$ cat config.mk
export PLATFORM = sky130hd
export DESIGN_NAME = rp_axis_server
export DESIGN_NICKNAME = d
export VERILOG_FILES = /design/src/rtl/rp_axis_server.sv
export SDC_FILE = /design/constraint.sdc
export NUM_CORES = 1
export LEC_CHECK = 0
export ABC_AREA = 1
export BUFFER_PORTS_ARGS = -buffer_cell sky130_fd_sc_hd__clkbuf_2
export CAP_MARGIN = 15
export CORE_UTILIZATION = 52
export CTS_CLUSTER_DIAMETER = 30
export DETAILED_ROUTE_END_ITERATION = 10
export GPL_TIMING_DRIVEN = 0
export HOLD_SLACK_MARGIN = 0.08
export PLACE_DENSITY = 0.74
export SLEW_MARGIN = 20
export SYNTH_ARGS = -nofsm -noshare
export SYNTH_HDL_FRONTEND = slang
export SYNTH_SLANG_ARGS = --single-unit
$ cat constraint.sdc
create_clock -name CLK_50 -period 2.22 [get_ports CLK_50]
set_clock_uncertainty 0.15 [all_clocks]
set_input_delay 0.111 -clock CLK_50 [delete_from_list [all_inputs] [get_ports CLK_50]]
set_output_delay 0.111 -clock CLK_50 [all_outputs]
set_load 0.02 [all_outputs]
$ cat src/rtl/rp_axis_server.sv
// rp_axis_server: Pi-facing command/response engine for the accelerometer link.
// Synchronises the Pi strobe/CS/data, decodes a one-byte axis command and returns
// the selected 16-bit sample as low byte then high byte on the shared bus.
// Optional build macro: RP_AXIS_STATUS_EN adds the 's' status command and the
// per-axis fresh flags it reports.
module rp_axis_server #(
  parameter int SYNC_STAGES = 2
) (
  input  logic        CLK_50,
  input  logic        iRSTN,
  input  logic        RP_clock,
  input  logic        RP_CS,
  input  logic [7:0]  rp_data_in,
  output logic [7:0]  rp_data_out,
  output logic        rp_data_oe,
  input  logic        acc_valid,
  input  logic [1:0]  acc_axis,
  input  logic [15:0] acc_data,
  output logic [1:0]  dimension,
  output logic        cmd_err
);

  typedef enum logic [1:0] {
    IDLE   = 2'd0,
    SEND_L = 2'd1,
    SEND_H = 2'd2
  } state_t;

  logic [SYNC_STAGES-1:0] rpclk_sync_q;
  logic [SYNC_STAGES-1:0] cs_sync_q;
  logic [7:0]             data_sync_q [SYNC_STAGES];
  logic                   rpclk_dly_q;

  logic [15:0] ax_x_q, ax_y_q, ax_z_q;
  logic [15:0] snap_q, snap_d;
  state_t      state_q;
  logic [7:0]  rp_data_out_q;
  logic        rp_data_oe_q;
  logic [1:0]  dimension_q;
  logic        cmd_err_q;

  logic       rpclk_s, cs_s, strobe_edge, cmd_fire, bad_cmd;
  logic [7:0] data_s;
  logic [2:0] wr_sel, take_sel;
  logic       status_cmd;

`ifdef RP_AXIS_STATUS_EN
  logic [2:0] fresh_q;
  logic       status_q;
`endif

  // Pin synchronisers plus the strobe delay flop; strobe/CS reset high so a
  // pin that is already high at reset release does not look like an edge.
  always_ff @(posedge CLK_50) begin
    if (!iRSTN) begin
      rpclk_sync_q <= '1;
      cs_sync_q    <= '1;
      rpclk_dly_q  <= 1'b1;
      for (int i = 0; i < SYNC_STAGES; i++) data_sync_q[i] <= '0;
    end else begin
      rpclk_sync_q   <= {rpclk_sync_q[SYNC_STAGES-2:0], RP_clock};
      cs_sync_q      <= {cs_sync_q[SYNC_STAGES-2:0], RP_CS};
      rpclk_dly_q    <= rpclk_s;
      data_sync_q[0] <= rp_data_in;
      for (int i = 1; i < SYNC_STAGES; i++) data_sync_q[i] <= data_sync_q[i-1];
    end
  end

  assign rpclk_s     = rpclk_sync_q[SYNC_STAGES-1];
  assign cs_s        = cs_sync_q[SYNC_STAGES-1];
  assign data_s      = data_sync_q[SYNC_STAGES-1];
  assign strobe_edge = rpclk_s & ~rpclk_dly_q;

  assign wr_sel = {acc_valid & (acc_axis == 2'd2),
                   acc_valid & (acc_axis == 2'd1),
                   acc_valid & (acc_axis == 2'd0)};

  assign cmd_fire = strobe_edge & ~cs_s & (state_q == IDLE);
  assign take_sel = {cmd_fire & (data_s == 8'h7A),
                     cmd_fire & (data_s == 8'h79),
                     cmd_fire & (data_s == 8'h78)};
`ifdef RP_AXIS_STATUS_EN
  assign status_cmd = cmd_fire & (data_s == 8'h73);
`else
  assign status_cmd = 1'b0;
`endif
  assign bad_cmd = cmd_fire & ~(|take_sel) & ~status_cmd;

  // Snapshot source reads the registers before this cycle's acc write lands.
  assign snap_d = take_sel[0] ? ax_x_q : (take_sel[1] ? ax_y_q : ax_z_q);

  // Axis sample registers; axis code 3 writes nothing.
  always_ff @(posedge CLK_50) begin
    if (!iRSTN) begin
      ax_x_q <= '0;
      ax_y_q <= '0;
      ax_z_q <= '0;
    end else begin
      if (wr_sel[0]) ax_x_q <= acc_data;
      if (wr_sel[1]) ax_y_q <= acc_data;
      if (wr_sel[2]) ax_z_q <= acc_data;
    end
  end

`ifdef RP_AXIS_STATUS_EN
  // Fresh flags: a write in the same cycle as a snapshot leaves the flag set.
  always_ff @(posedge CLK_50) begin
    if (!iRSTN) fresh_q <= '0;
    else        fresh_q <= (fresh_q & ~take_sel) | wr_sel;
  end
`endif

  // Command FSM; bus outputs are registered from the current state, so they
  // trail the state by one cycle, except CS which drops the enable at once.
  always_ff @(posedge CLK_50) begin
    if (!iRSTN) begin
      state_q       <= IDLE;
      snap_q        <= '0;
      dimension_q   <= '0;
      cmd_err_q     <= 1'b0;
      rp_data_out_q <= '0;
      rp_data_oe_q  <= 1'b0;
`ifdef RP_AXIS_STATUS_EN
      status_q      <= 1'b0;
`endif
    end else begin
      cmd_err_q <= bad_cmd;
      case (state_q)
        SEND_L: begin
          rp_data_oe_q  <= 1'b1;
          rp_data_out_q <= snap_q[7:0];
        end
        SEND_H: begin
          rp_data_oe_q  <= 1'b1;
          rp_data_out_q <= snap_q[15:8];
        end
        default: begin
          rp_data_oe_q  <= 1'b0;
          rp_data_out_q <= '0;
        end
      endcase

      if (cs_s) begin
        state_q      <= IDLE;
        rp_data_oe_q <= 1'b0;
      end else begin
        case (state_q)
          IDLE: begin
            if (|take_sel) begin
              snap_q      <= snap_d;
              dimension_q <= take_sel[2] ? 2'd2 : (take_sel[1] ? 2'd1 : 2'd0);
              state_q     <= SEND_L;
`ifdef RP_AXIS_STATUS_EN
              status_q    <= 1'b0;
            end else if (status_cmd) begin
              snap_q      <= {8'h00, 5'b0, fresh_q};
              status_q    <= 1'b1;
              state_q     <= SEND_L;
`endif
            end
          end
          SEND_L: begin
`ifdef RP_AXIS_STATUS_EN
            if (strobe_edge) state_q <= status_q ? IDLE : SEND_H;
`else
            if (strobe_edge) state_q <= SEND_H;
`endif
          end
          SEND_H: begin
            if (strobe_edge) state_q <= IDLE;
          end
          default: state_q <= IDLE;
        endcase
      end
    end
  end

  assign rp_data_out = rp_data_out_q;
  assign rp_data_oe  = rp_data_oe_q;
  assign dimension   = dimension_q;
  assign cmd_err     = cmd_err_q;

endmodule

==> reports/results.tsv <==
metric	value	unit
Crit Path Category	reg -> reg	
Clock Latency Late Sink	0.37	ns
Hold Fails Final Rpt	0	
Rows	31	
Seq. cell area	1982	um^2
fin nets	623	
crit path time final	1.935	ns
unrepaired setup endpoints after global routing	no	
TritonCTS Buffers	9	
hold_buf cts	30	
P_leak	2.043	nW
Detailed Route WL	8622	um
Startpoint Class	register	
maximum clock path buffer count	2	
peak fanout along the critical path	10	
worst min path class	in -> reg	
Final GP Congestion	0.8173	
CTS H-Tree Depth	3	
slowest stage delay, CP	0.35	ns
vias in the first global route	3042	
Worst path depth	10	
R2R Path Start	state_q[1]$_SDFFE_PP0P_	
clock tree sinks	99	
post_cts resized	0	
buffers plus inverters on the worst setup path	2	
MaxCap Viol Count	0	
first-pass GRT wire length	13990	um
Tcrit/Tclk final	87.15	%
Worst Path Arrival	2.04	ns
post-synthesis sequential area ratio	50.97	%
die span in x	88.48	um
Max-slew headroom	63.22	%
pin count of the biggest net entering global routing	16	
Vias	3373	
Yosys cell types	23	
Setup TNS	0	ns
CP cell instances	inv_1, ha_1, nand2_2, nor2_8, nand2_1, nor2_4, buf_6, nand2_1, nand3_1, a21oi_1	
setup violators final	0	
core box area	7253	um^2
worst-margin pin slew	0.5517	ns
fill count	636	
max-slew violations	0	
GRT Residual Overflow	0	
Yosys Warn Count	0	
hold endpoint	ax_y_q[0]$_SDFFE_PN0P_	
Post-Synthesis Cells	506	
area taken by multi-input logic gates	1476	um^2
placed inst area	4218	um^2
outcome	complete, no violations	
Area growth syn-to-layout	21.17	%
Via density	4.874	
Root Driver	clkbuf_8	
TritonRoute pass-1 iters	5	
Port Buffers	41	
CP delay by family, top	simple AND/OR/NAND/NOR gates	
CP most frequent cell	nand2_1	
cells on worst reg2reg path	10	
total die area	7828	um^2
Fmax achieved	516.9	MHz
slowest CP cell	dfxtp_1	
mapped cell area	3889	um^2
Data required, critical path	2.32	ns
All-Layer GR Usage	23.84	%
IO Pins	43	
DRC Markers	0	
antenna violations before repair	0	
# diodes	0	
Yosys reg bits	99	
Detail Route Antenna Nets	0	
Hold Crit Start	acc_axis[1]	
routed length per instance	12.46	um
Clock transition at path regs	0.09	ns
fin util	64.96	%
initial DRC count	187	
PwrDens	687.7	nW/um^2
CTS tree	done	
flop-to-flop setup slack	0.29	ns
hpwl dp	6100	um
buffers inserted by post-CTS timing repair	0	
Mapped Nets	541	
Initial Util	53.61	%
Chip Height	88.48	um
Peak VDD IR	366.5	uV
nature of the critical path endpoint	register	
layout cell share with drive strength beyond 1	15.35	%
Worst R2R End	snap_q[10]$_SDFFE_PN0P_	
Avg Inst Size Synth	7.685	um^2
Min-Delay Path Depth	5	
Final Instance Area	4712	um^2
-- routing by layer --
metal | vias up | track usage (%) | wire length (um)
met5 | - | 0 | 0
met4 | 0 | 6.598 | 131
met3 | 13 | 5.877 | 395
met2 | 84 | 38.81 | 4045
met1 | 1517 | 31.62 | 4050
li1 | 1759 | - | -
-- logic make-up (layout without fill, tap and decap cells) --
family | count (synthesis) | in the layout | synth area share [%]
buf+inv | 107 | 194 | 11.07
fa+ha+maj | 4 | 4 | 1.287
flops | 99 | 99 | 50.97
compound gates | 140 | 140 | 18.02
simple gates | 156 | 156 | 18.66
-- flip-flops by register name, indices dropped and copies added, names as in the netlist, 2 cells and up --
name / flops
rpclk_sync_q: 2
ax_z_q: 16
snap_q: 16
cs_sync_q: 2
rp_data_out: 8
state_q: 2
dimension: 2
data_sync_q: 16
ax_y_q: 16
ax_x_q: 16
-- metrics by stage --
step / instances / worst slack (ns) / hold WS [ns] / total power, W
floorplan: 506 / 0.5904 / 0.05863 / 0.002022
global placement: 646 / 0.3695 / 0.1420 / 0.002092
detailed placement: 646 / 0.3107 / 0.1473 / 0.002100
CTS: 692 / 0.2874 / 0.09571 / 0.003252
global route: 692 / 0.1798 / 0.1417 / 0.003363
finish: 692 / 0.2853 / 0.08826 / 0.003240
-- synth_stat cells --
| cell type | count | share of area [%] |
|---|---|---|
| dfxtp_1 | 99 | 51 |
| inv_1 | 78 | 7.5 |
| a21oi_1 | 75 | 9.7 |
| nand2_1 | 75 | 7.2 |
| o21ai_0 | 57 | 7.3 |
| nor2_1 | 33 | 3.2 |
| nand3_1 | 22 | 2.8 |
| clkbuf_1 | 17 | 1.6 |
| nor2_2 | 11 | 1.8 |
| o21ai_1 | 8 | 1.0 |
| buf_2 | 5 | 0.64 |
| or2_2 | 5 | 0.80 |
| ha_1 | 4 | 1.3 |
| buf_6 | 3 | 0.87 |
| buf_1 | 2 | 0.19 |
| inv_2 | 2 | 0.19 |
| nand2_2 | 2 | 0.32 |
| nand3_2 | 2 | 0.51 |
| nor2_4 | 2 | 0.58 |
| nand2_4 | 1 | 0.29 |
| nand3_4 | 1 | 0.45 |
| nor2_8 | 1 | 0.51 |
| nor4_1 | 1 | 0.16 |
-- cell usage in the layout (no fill, tap or decap) --
| master | Yosys | layout |
|---|---|---|
| o21ai_0 | 57 | 57 |
| o21ai_1 | 8 | 8 |
| nand3_2 | 2 | 2 |
| nand2_2 | 2 | 2 |
| clkbuf_1 | 17 | 18 |
| nand2_1 | 75 | 75 |
| buf_6 | 3 | 3 |
| dfxtp_1 | 99 | 99 |
| inv_1 | 78 | 78 |
| clkinvlp_4 | 0 | 1 |
| dlygate4sd3_1 | 0 | 30 |
| ha_1 | 4 | 4 |
| nor2_4 | 2 | 2 |
| nor2_8 | 1 | 1 |
| nand2_4 | 1 | 1 |
| nor2_1 | 33 | 33 |
| nor4_1 | 1 | 1 |
| buf_2 | 5 | 5 |
| or2_2 | 5 | 5 |
| clkbuf_2 | 0 | 41 |
| bufinv_16 | 0 | 1 |
| clkbuf_8 | 0 | 10 |
| inv_2 | 2 | 2 |
| clkinv_2 | 0 | 3 |
| a21oi_1 | 75 | 75 |
| buf_1 | 2 | 2 |
| nand3_1 | 22 | 22 |
| nor2_2 | 11 | 11 |
| nand3_4 | 1 | 1 |
-- power by group --
| group | switching, W | leakage (nW) | internal [W] |
|---|---|---|---|
| clock network | 0.000591 | 0.0991 | 0.000546 |
| registers | 0.0000157 | 0.808 | 0.00184 |
| logic | 0.000143 | 1.14 | 0.000108 |
-- worst min-delay path: stages --
cell and delay (ns):
clkbuf_2 0.09, inv_1 0.05, nand3_1 0.13, o21ai_0 0.09, a21oi_1 0.10
-- final cells by class --
| cell class | count | share of cell area [%] |
|---|---|---|
| inverter | 80 | 6.373 |
| buffer | 27 | 2.762 |
| clock buffer | 11 | 3.001 |
| multi-input combinational | 300 | 31.33 |
| clock inverter | 5 | 1.115 |
| timing repair buffer | 71 | 10.73 |
| sequential | 99 | 42.06 |
| tap | 99 | 2.629 |
-- how the worst max path moves through the flow --
stage,from,to,slack [ns]
after global placement,state_q[0]$_SDFFE_PP0P_,snap_q[10]$_SDFFE_PN0P_,0.37
after floorplan,state_q[0]$_SDFFE_PP0P_,snap_q[5]$_SDFFE_PN0P_,0.59
after CTS,state_q[0]$_SDFFE_PP0P_,snap_q[10]$_SDFFE_PN0P_,0.29
after global routing,state_q[0]$_SDFFE_PP0P_,snap_q[6]$_SDFFE_PN0P_,0.18
final,state_q[1]$_SDFFE_PP0P_,snap_q[10]$_SDFFE_PN0P_,0.29
after detailed placement,state_q[1]$_SDFFE_PP0P_,snap_q[10]$_SDFFE_PN0P_,0.31
(Power assumes the default switching activity.)
